$ cat src/rtl/dmem_arb_pkg.sv
// dmem_arb_pkg: shared types for the two-port data-memory arbiter.
//   - access size encodings (SZ_B/SZ_H/SZ_W, SZ_RSV reserved)
//   - FSM state enum, requester-id type, captured-request payload struct
//   - access_legal(): alignment and range check for one access
package dmem_arb_pkg;

  localparam int unsigned XLEN = 32;

  localparam logic [1:0] SZ_B   = 2'b00;
  localparam logic [1:0] SZ_H   = 2'b01;
  localparam logic [1:0] SZ_W   = 2'b10;
  localparam logic [1:0] SZ_RSV = 2'b11;

  typedef enum logic [1:0] {
    ST_IDLE   = 2'd0,
    ST_ACCESS = 2'd1,
    ST_RESP   = 2'd2
  } state_e;

  // 0 = m0, 1 = m1
  typedef logic id_t;

  typedef struct packed {
    logic            we;
    logic [1:0]      size;
    logic            uns;
    logic [XLEN-1:0] addr;
    logic [XLEN-1:0] wdata;
  } req_t;

  // Illegal: reserved size, misaligned half/word, or any byte past mem_size.
  function automatic logic access_legal(input logic [1:0]      size,
                                        input logic [XLEN-1:0] addr,
                                        input logic [XLEN:0]   mem_size);
    logic [XLEN:0] nbytes;
    logic          ok;
    ok     = 1'b1;
    nbytes = '0;
    case (size)
      SZ_B:    nbytes = (XLEN+1)'(1);
      SZ_H:    nbytes = (XLEN+1)'(2);
      SZ_W:    nbytes = (XLEN+1)'(4);
      default: ok = 1'b0;
    endcase
    if ((size == SZ_H) && addr[0])             ok = 1'b0;
    if ((size == SZ_W) && (addr[1:0] != 2'b00)) ok = 1'b0;
    // 33-bit sum so addresses near 2^32 cannot wrap into range
    if (({1'b0, addr} + nbytes) > mem_size)     ok = 1'b0;
    return ok;
  endfunction

endpackage

$ cat src/rtl/dmem_arbiter_if.sv
// dmem_arbiter_if: one requester's handshake/bus bundle.
//   master: requester side (drives req/we/size/uns/addr/wdata)
//   slave : arbiter side   (drives gnt/rvalid/rdata/err)
interface dmem_arbiter_if;
  logic        req;
  logic        we;
  logic [1:0]  size;
  logic        uns;
  logic [31:0] addr;
  logic [31:0] wdata;
  logic        gnt;
  logic        rvalid;
  logic [31:0] rdata;
  logic        err;

  modport master (
    output req, we, size, uns, addr, wdata,
    input  gnt, rvalid, rdata, err
  );

  modport slave (
    input  req, we, size, uns, addr, wdata,
    output gnt, rvalid, rdata, err
  );
endinterface

$ cat src/rtl/lsu_align.sv
// lsu_align: combinational byte-lane logic for one access.
//   size_i/addr_lo_i/uns_i : access shape
//   wdata_i  -> wdata_o    : right-aligned store data replicated across lanes
//   lanes_o                : byte write enables (0 for reserved size)
//   drdata_i -> rdata_o    : selected byte/half/word, zero- or sign-extended
module lsu_align
  import dmem_arb_pkg::*;
(
  input  logic [1:0]  size_i,
  input  logic [1:0]  addr_lo_i,
  input  logic        uns_i,
  input  logic [31:0] wdata_i,
  input  logic [31:0] drdata_i,
  output logic [3:0]  lanes_o,
  output logic [31:0] wdata_o,
  output logic [31:0] rdata_o
);

  logic [7:0]  byte_c;
  logic [15:0] half_c;

  // Lane select from the word read back
  always_comb begin
    byte_c = 8'h00;
    case (addr_lo_i)
      2'd0:    byte_c = drdata_i[7:0];
      2'd1:    byte_c = drdata_i[15:8];
      2'd2:    byte_c = drdata_i[23:16];
      default: byte_c = drdata_i[31:24];
    endcase
    half_c = addr_lo_i[1] ? drdata_i[31:16] : drdata_i[15:0];
  end

  always_comb begin
    lanes_o = 4'b0000;
    wdata_o = '0;
    rdata_o = '0;
    case (size_i)
      SZ_B: begin
        lanes_o = 4'b0001 << addr_lo_i;
        wdata_o = {4{wdata_i[7:0]}};
        rdata_o = uns_i ? {24'h0, byte_c} : {{24{byte_c[7]}}, byte_c};
      end
      SZ_H: begin
        lanes_o = addr_lo_i[1] ? 4'b1100 : 4'b0011;
        wdata_o = {2{wdata_i[15:0]}};
        rdata_o = uns_i ? {16'h0, half_c} : {{16{half_c[15]}}, half_c};
      end
      SZ_W: begin
        lanes_o = 4'b1111;
        wdata_o = wdata_i;
        rdata_o = drdata_i;
      end
      default: begin
        lanes_o = 4'b0000;
      end
    endcase
  end

endmodule

$ cat src/rtl/dmem_arbiter.sv
// dmem_arbiter: two requesters sharing one single-port data memory.
//   clk, rst_n          : clock, asynchronous active-low reset
//   m0, m1              : requester bundles (dmem_arbiter_if.slave)
//   daddr_o, dwdata_o   : word-aligned dmem address and lane-replicated data
//   we_o                : byte write enables, only in ACCESS for legal stores
//   drdata_i            : combinational dmem read data
// One access per three cycles: IDLE (grant) -> ACCESS (dmem) -> RESP (rvalid).
module dmem_arbiter
  import dmem_arb_pkg::*;
#(
  parameter int unsigned MEM_SIZE = 128
) (
  input  logic            clk,
  input  logic            rst_n,
  dmem_arbiter_if.slave   m0,
  dmem_arbiter_if.slave   m1,
  output logic [31:0]     daddr_o,
  output logic [31:0]     dwdata_o,
  output logic [3:0]      we_o,
  input  logic [31:0]     drdata_i
);

  state_e      state_q, state_d;
  id_t         ptr_q, ptr_d;
  id_t         id_q, id_d;
  req_t        cap_q, cap_d;
  logic        rvalid_q, rvalid_d;
  logic        err_q, err_d;
  logic [31:0] rdata_q, rdata_d;

  id_t         winner_c;
  logic        any_req_c;
  logic        grant_c;
  req_t        m0_req_c, m1_req_c, win_req_c;
  logic        legal_c;
  logic [3:0]  lanes_c;
  logic [31:0] st_data_c;
  logic [31:0] ld_data_c;

  // Arbitration: a lone requester wins, a tie goes to the pointer
  always_comb begin
    any_req_c = m0.req | m1.req;
    winner_c  = ptr_q;
    if (m0.req && !m1.req) winner_c = 1'b0;
    if (m1.req && !m0.req) winner_c = 1'b1;
    grant_c   = (state_q == ST_IDLE) && any_req_c;
    m0_req_c  = {m0.we, m0.size, m0.uns, m0.addr, m0.wdata};
    m1_req_c  = {m1.we, m1.size, m1.uns, m1.addr, m1.wdata};
    win_req_c = winner_c ? m1_req_c : m0_req_c;
  end

  assign m0.gnt = grant_c && (winner_c == 1'b0);
  assign m1.gnt = grant_c && (winner_c == 1'b1);

  assign legal_c = access_legal(cap_q.size, cap_q.addr, (XLEN+1)'(MEM_SIZE));

  lsu_align u_lsu_align (
    .size_i    (cap_q.size),
    .addr_lo_i (cap_q.addr[1:0]),
    .uns_i     (cap_q.uns),
    .wdata_i   (cap_q.wdata),
    .drdata_i  (drdata_i),
    .lanes_o   (lanes_c),
    .wdata_o   (st_data_c),
    .rdata_o   (ld_data_c)
  );

  // dmem port is live only during ACCESS; illegal accesses never write
  always_comb begin
    daddr_o  = '0;
    dwdata_o = '0;
    we_o     = 4'b0000;
    if (state_q == ST_ACCESS) begin
      daddr_o = {cap_q.addr[31:2], 2'b00};
      if (legal_c && cap_q.we) begin
        we_o     = lanes_c;
        dwdata_o = st_data_c;
      end
    end
  end

  // Next-state and response computation
  always_comb begin
    state_d  = state_q;
    ptr_d    = ptr_q;
    id_d     = id_q;
    cap_d    = cap_q;
    rvalid_d = 1'b0;
    err_d    = 1'b0;
    rdata_d  = '0;
    case (state_q)
      ST_IDLE: begin
        if (any_req_c) begin
          state_d = ST_ACCESS;
          cap_d   = win_req_c;
          id_d    = winner_c;
          ptr_d   = ~winner_c;
        end
      end
      ST_ACCESS: begin
        state_d  = ST_RESP;
        rvalid_d = 1'b1;
        err_d    = ~legal_c;
        rdata_d  = (legal_c && !cap_q.we) ? ld_data_c : 32'h0;
      end
      ST_RESP: begin
        state_d = ST_IDLE;
      end
      default: begin
        state_d = ST_IDLE;
      end
    endcase
  end

  always_ff @(posedge clk or negedge rst_n) begin
    if (!rst_n) begin
      state_q  <= ST_IDLE;
      ptr_q    <= 1'b0;
      id_q     <= 1'b0;
      cap_q    <= '0;
      rvalid_q <= 1'b0;
      err_q    <= 1'b0;
      rdata_q  <= '0;
    end else begin
      state_q  <= state_d;
      ptr_q    <= ptr_d;
      id_q     <= id_d;
      cap_q    <= cap_d;
      rvalid_q <= rvalid_d;
      err_q    <= err_d;
      rdata_q  <= rdata_d;
    end
  end

  // Response is steered to the granted requester only
  assign m0.rvalid = rvalid_q && (id_q == 1'b0);
  assign m0.err    = err_q    && (id_q == 1'b0);
  assign m0.rdata  = (id_q == 1'b0) ? rdata_q : 32'h0;
  assign m1.rvalid = rvalid_q && (id_q == 1'b1);
  assign m1.err    = err_q    && (id_q == 1'b1);
  assign m1.rdata  = (id_q == 1'b1) ? rdata_q : 32'h0;

endmodule

$ cat src/flat_wrapper.sv
// flat-port wrapper written by rule: the top's interface ports become plain ports
module dmem_arbiter_flat import dmem_arb_pkg::*;
#(
  parameter int unsigned MEM_SIZE = 128
)
  (clk, rst_n, daddr_o, dwdata_o, we_o, drdata_i, m0_req, m0_we, m0_size, m0_uns, m0_addr, m0_wdata, m0_gnt, m0_rvalid, m0_rdata, m0_err, m1_req, m1_we, m1_size, m1_uns, m1_addr, m1_wdata, m1_gnt, m1_rvalid, m1_rdata, m1_err);
  dmem_arbiter_if m0_i ();
  dmem_arbiter_if m1_i ();
  input  logic clk;
  input  logic rst_n;
  output logic [31:0] daddr_o;
  output logic [31:0] dwdata_o;
  output logic [3:0] we_o;
  input  logic [31:0] drdata_i;
  input wire logic [$bits(m0_i.req)-1:0] m0_req;
  input wire logic [$bits(m0_i.we)-1:0] m0_we;
  input wire logic [$bits(m0_i.size)-1:0] m0_size;
  input wire logic [$bits(m0_i.uns)-1:0] m0_uns;
  input wire logic [$bits(m0_i.addr)-1:0] m0_addr;
  input wire logic [$bits(m0_i.wdata)-1:0] m0_wdata;
  output wire logic [$bits(m0_i.gnt)-1:0] m0_gnt;
  output wire logic [$bits(m0_i.rvalid)-1:0] m0_rvalid;
  output wire logic [$bits(m0_i.rdata)-1:0] m0_rdata;
  output wire logic [$bits(m0_i.err)-1:0] m0_err;
  input wire logic [$bits(m1_i.req)-1:0] m1_req;
  input wire logic [$bits(m1_i.we)-1:0] m1_we;
  input wire logic [$bits(m1_i.size)-1:0] m1_size;
  input wire logic [$bits(m1_i.uns)-1:0] m1_uns;
  input wire logic [$bits(m1_i.addr)-1:0] m1_addr;
  input wire logic [$bits(m1_i.wdata)-1:0] m1_wdata;
  output wire logic [$bits(m1_i.gnt)-1:0] m1_gnt;
  output wire logic [$bits(m1_i.rvalid)-1:0] m1_rvalid;
  output wire logic [$bits(m1_i.rdata)-1:0] m1_rdata;
  output wire logic [$bits(m1_i.err)-1:0] m1_err;
  assign m0_i.req = m0_req;
  assign m0_i.we = m0_we;
  assign m0_i.size = m0_size;
  assign m0_i.uns = m0_uns;
  assign m0_i.addr = m0_addr;
  assign m0_i.wdata = m0_wdata;
  assign m0_gnt = m0_i.gnt;
  assign m0_rvalid = m0_i.rvalid;
  assign m0_rdata = m0_i.rdata;
  assign m0_err = m0_i.err;
  assign m1_i.req = m1_req;
  assign m1_i.we = m1_we;
  assign m1_i.size = m1_size;
  assign m1_i.uns = m1_uns;
  assign m1_i.addr = m1_addr;
  assign m1_i.wdata = m1_wdata;
  assign m1_gnt = m1_i.gnt;
  assign m1_rvalid = m1_i.rvalid;
  assign m1_rdata = m1_i.rdata;
  assign m1_err = m1_i.err;
  dmem_arbiter #(.MEM_SIZE(MEM_SIZE)) u_core (.clk(clk), .rst_n(rst_n), .m0(m0_i), .m1(m1_i), .daddr_o(daddr_o), .dwdata_o(dwdata_o), .we_o(we_o), .drdata_i(drdata_i));
endmodule
$ cat config.mk
export PLATFORM = sky130hd
export DESIGN_NAME = dmem_arbiter_flat
export DESIGN_NICKNAME = d
export VERILOG_FILES = /design/src/rtl/dmem_arb_pkg.sv /design/src/rtl/dmem_arbiter_if.sv /design/src/rtl/lsu_align.sv /design/src/rtl/dmem_arbiter.sv /design/src/flat_wrapper.sv
export SDC_FILE = /design/constraint.sdc
export NUM_CORES = 1
export LEC_CHECK = 0
export ABC_AREA = 1
export CAP_MARGIN = 30
export CORE_AREA = 2 2 227 140
export DETAILED_ROUTE_END_ITERATION = 8
export DIE_AREA = 0 0 229 142
export SYNTH_ARGS = -nofsm -noshare
export SYNTH_HDL_FRONTEND = slang
export SYNTH_SLANG_ARGS = --single-unit
$ cat constraint.sdc
create_clock -name clk -period 3.2 [get_ports clk]
set_input_delay 0.64 -clock clk [delete_from_list [all_inputs] [get_ports clk]]
set_output_delay 0.64 -clock clk [all_outputs]
set_load 0.01 [all_outputs]
==> results.py <==
metrics = {
    "synthesis": {
        "yosys.area_share.simple_pct": 34.8,
        "yosysTopAreaCellShare_pct": 35.4,
        "synthCells": 1183,
        "synth_top_family_by_area": "simple AND/OR/NAND/NOR gates",
        "synth-compound-area-share_pct": 15.3,
        "yosys_warnings": 0,
        "yosysTopAreaCell": "dfrtp_1",
        "synth.distinct_cells": 40,
        "ys_seq_area_share_pct": 35.4,
        "synth_area_leaders": "dfrtp_1 (35%), nand2_1 (17%), nor2_1 (11%)",
        "avgSynthCellArea_um2": 6.34,
        "ys_seq_elements": 106,
        "synth_xor_area_share_pct": 0.584,
        "synthAdderAreaFrac_pct": 0.935,
        "syn_area_mm2": 0.00750,
        "muxShareOfSynthArea_pct": 0,
    },
    "final_layout": {
        "layout.nets": 1741,
        "fillers": 3284,
        "seqCellArea_mm2": 0.00266,
        "drive_gt1_share_pct": 15.9,
        "fin_cells": 1987,
        "areaGrowthSynthToFinish_pct": 64.6,
        "multi_input_area_mm2": 0.00411,
    },
    "status": {
        "status": "finished, violations left",
        "violations": "negative setup slack",
    },
    "clock_network": {
        "numCtsBuffers": 9,
        "cts.clk_slew.worst_paths_ns": 0.08,
        "clock_latency_ns": 0.37,
        "clockRootBuffer": "clkbuf_16",
        "clockBufferDepth": 2,
        "clkSinkCount": 106,
        "cts_tree": "yes",
        "cts_max_level": 3,
    },
    "drt": {
        "routed_wl_um": 34200,
        "first_pass_iters": 5,
        "post-route-drc-count": 0,
        "wl_per_cell_um": 17.2,
        "drt_iter0_markers": 761,
        "vias": 9119,
        "ant_nets": 0,
        "drt-vias-per-instance": 4.59,
    },
    "timing": {
        "fmax_mhz": 257,
        "hold_violations": 0,
        "fin_crit_ns": 3.90,
        "worst_pin_slew_ns": 0.824,
        "rsz0062_at_grt": "yes",
        "drv_slew": 0,
        "setup_viol": 36,
        "min_period_over_period_pct": 122,
        "finalSetupTns_ns": -21.96,
        "slew-limit-headroom_pct": 45.1,
        "finalWorstSetupSlack_ns": -0.698,
        "final.setup_skew_ns": 0.00850,
    },
    "die": {
        "core_mm2": 0.0305,
        "die_h_um": 142,
        "num_rows": 50,
        "ios": 310,
        "die_area_mm2": 0.0325,
        "initial_utilization_pct": 24.6,
        "dieWidth_um": 229,
    },
    "global_route": {
        "grt_first_pass_wirelength_um": 50300,
        "met1_usage_pct": 28.4,
        "grt_pass1_vias": 8694,
        "use_met3_pct": 6.41,
        "grt_max_degree": 70,
        "busiest_layer": "met2",
        "track_usage_pct": 20.3,
        "antenna_found_initial": 1,
        "met2_usage_pct": 30.0,
        "grt.overflow.total": 0,
    },
    "hold_path": {
        "hold_class": "in2async",
    },
    "critical_path": {
        "critPathArrivalTime_ns": 3.26,
        "slowest_stage": "dfrtp_1",
        "cpPeakStageDelay_ns": 0.44,
        "critical_path_class": "reg2out",
        "crit_buf_inv": 6,
        "critPathTopFamily": "simple AND/OR/NAND/NOR gates",
        "worstSetupEndpointType": "output port",
        "cp-start-kind": "flip-flop",
        "cp_max_fo": 18,
        "worstPathRequired_ns": 2.56,
        "critical_path.cell_chain": "inv_2 > nor2_4 > ha_4 > inv_2 > nand2_2 > nand2_1 > nand2_2 > nand2_4 > buf_6 > nand3b_1 > nand2_1 > nand2_1 > inv_2 > nand3_2 > nor2_1 > nand3_2 > nor2_4 > nand3_4 > buf_12 > nor2_1 > clkdlybuf4s15_2",
    },
    "power_and_ir_drop": {
        "pwr-share-clk_pct": 14.1,
        "p_int_w": 0.00470,
        "swShare_pct": 48.2,
        "leakage_nw": 5.51,
        "power.density_mw_per_mm2": 736,
        "pwr-share-comb_pct": 62.4,
        "vdd_drop_max_v": 0.000449,
        "seqPwrFrac_pct": 23.5,
        "p_switching_w": 0.00438,
    },
    "placed_design": {
        "place_hpwl_um": 25900,
        "dp_cells": 1955,
        "place_congestion": 0.917,
        "numPortBuffers": 307,
    },
    "job": {
        "cap_violations": 0,
    },
}
-- layout by cell type (no fill, tap or decap), types with 14 or more instances in the layout --
cell / n
o22ai_1: 16
buf_2: 24
nand2_1: 339
o211ai_1: 78
nor2_2: 17
nor2_4: 16
clkdlybuf4s50_1: 270
nor2_1: 188
nand3_1: 36
dfrtp_1: 104
inv_2: 14
inv_1: 173
buf_4: 115
o21ai_0: 54
-- power groups by stage --
| stage | Sequential, W | Clock [W] | Combinational, W |
|---|---|---|---|
| floorplan | 0.00206 | 0 | 0.00298 |
| global placement | 0.00214 | 0 | 0.00539 |
| detailed placement | 0.00214 | 0 | 0.00540 |
| CTS | 0.00212 | 0.00132 | 0.00544 |
| global route | 0.00219 | 0.00137 | 0.00622 |
| finish | 0.00214 | 0.00128 | 0.00566 |
-- flip-flops by register name (all words and copies together) (netlist names) --
register / cells
u_core.id_q: 1
u_core.err_q: 1
u_core.state_q: 2
u_core.ptr_q: 1
u_core.rdata_q: 32
u_core.cap_q: 68
u_core.rvalid_q: 1
-- Yosys cell counts, drive strengths merged --
master	number
nor3	10
nand3	44
buf	16
dfrtp	106
nand3b	1
clkbuf	45
a41oi	1
a22oi	3
a31oi	1
ha	4
nor2	221
conb	1
o31ai	2
o22ai	16
o221ai	4
clkinv	5
inv	186
a21oi	12
nand2	347
xor2	5
o21a	1
and2	1
o21ai	59
nand4	12
fa	1
o211ai	78
nor3b	1
-- per-stage QoR --
stage               setup slack (ns)  cell area (um^2)  power (W)  util, %  hold WS, ns
floorplan                     0.0149              7510    0.00504        -        0.344
global placement              -0.595             11700    0.00753     38.4        0.460
detailed placement            -0.689             11700    0.00754     38.4        0.477
CTS                           -0.662             12100    0.00889     39.7        0.423
global route                  -0.905             12300    0.00978     40.4       0.0373
finish                        -0.698             12300    0.00908     40.4       0.0622
-- area by class of cell --
class                      instances  area share, %
antenna                            2         0.0406
clock buffer                      11           1.97
clock inverter                     5          0.700
inverter                         191           5.82
multi-input combinational        826           33.3
sequential                       106           21.5
tap                              416           4.22
timing repair buffer             430           32.4
-- repair_timing --
action                     in CTS  in global routing
resized for setup             117                 87
cloned                          0                  3
setup endpoints to repair      36                 36
pin swaps                       0                  4
hold buffers                    0                  0
setup buffers                   0                  9
-- final timing paths --
check / from / to / slack, ns / depth (start not counted)
hold reg to reg: u_core.state_q[1] / u_core.state_q[1] / 0.49 / 1
hold / removal: rst_n / u_core.cap_q[16] / 0.06 / 1
min in group clk: u_core.state_q[1] / u_core.state_q[1] / 0.49 / 1
max in group asynchronous: rst_n / u_core.rdata_q[14] / 2.31 / 3
setup reg to reg: u_core.cap_q[65] / u_core.rdata_q[7] / 0.39 / 21
setup / recovery: u_core.cap_q[65] / dwdata_o[16] / -0.70 / 21
-- kinds of logic after synthesis --
| family | count (synthesis) |
|---|---|
| other | 1 |
| AND/OR/NAND/NOR | 637 |
| XOR/XNOR | 5 |
| adder cells (fa/ha/maj) | 5 |
| AO/OA/AOI/OAI | 177 |
| buffers and inverters | 252 |
| flip-flops | 106 |
-- per-layer routing --
layer | vias to the layer above | routed length, um | part of all wire, %
li1 | 4456 | - | -
met1 | 4267 | 16300 | 48
met2 | 368 | 14400 | 42
met3 | 28 | 2920 | 8.5
met4 | 0 | 501 | 1.5
met5 | - | 0 | 0
Note: power is estimated with default switching activity, not from simulation.
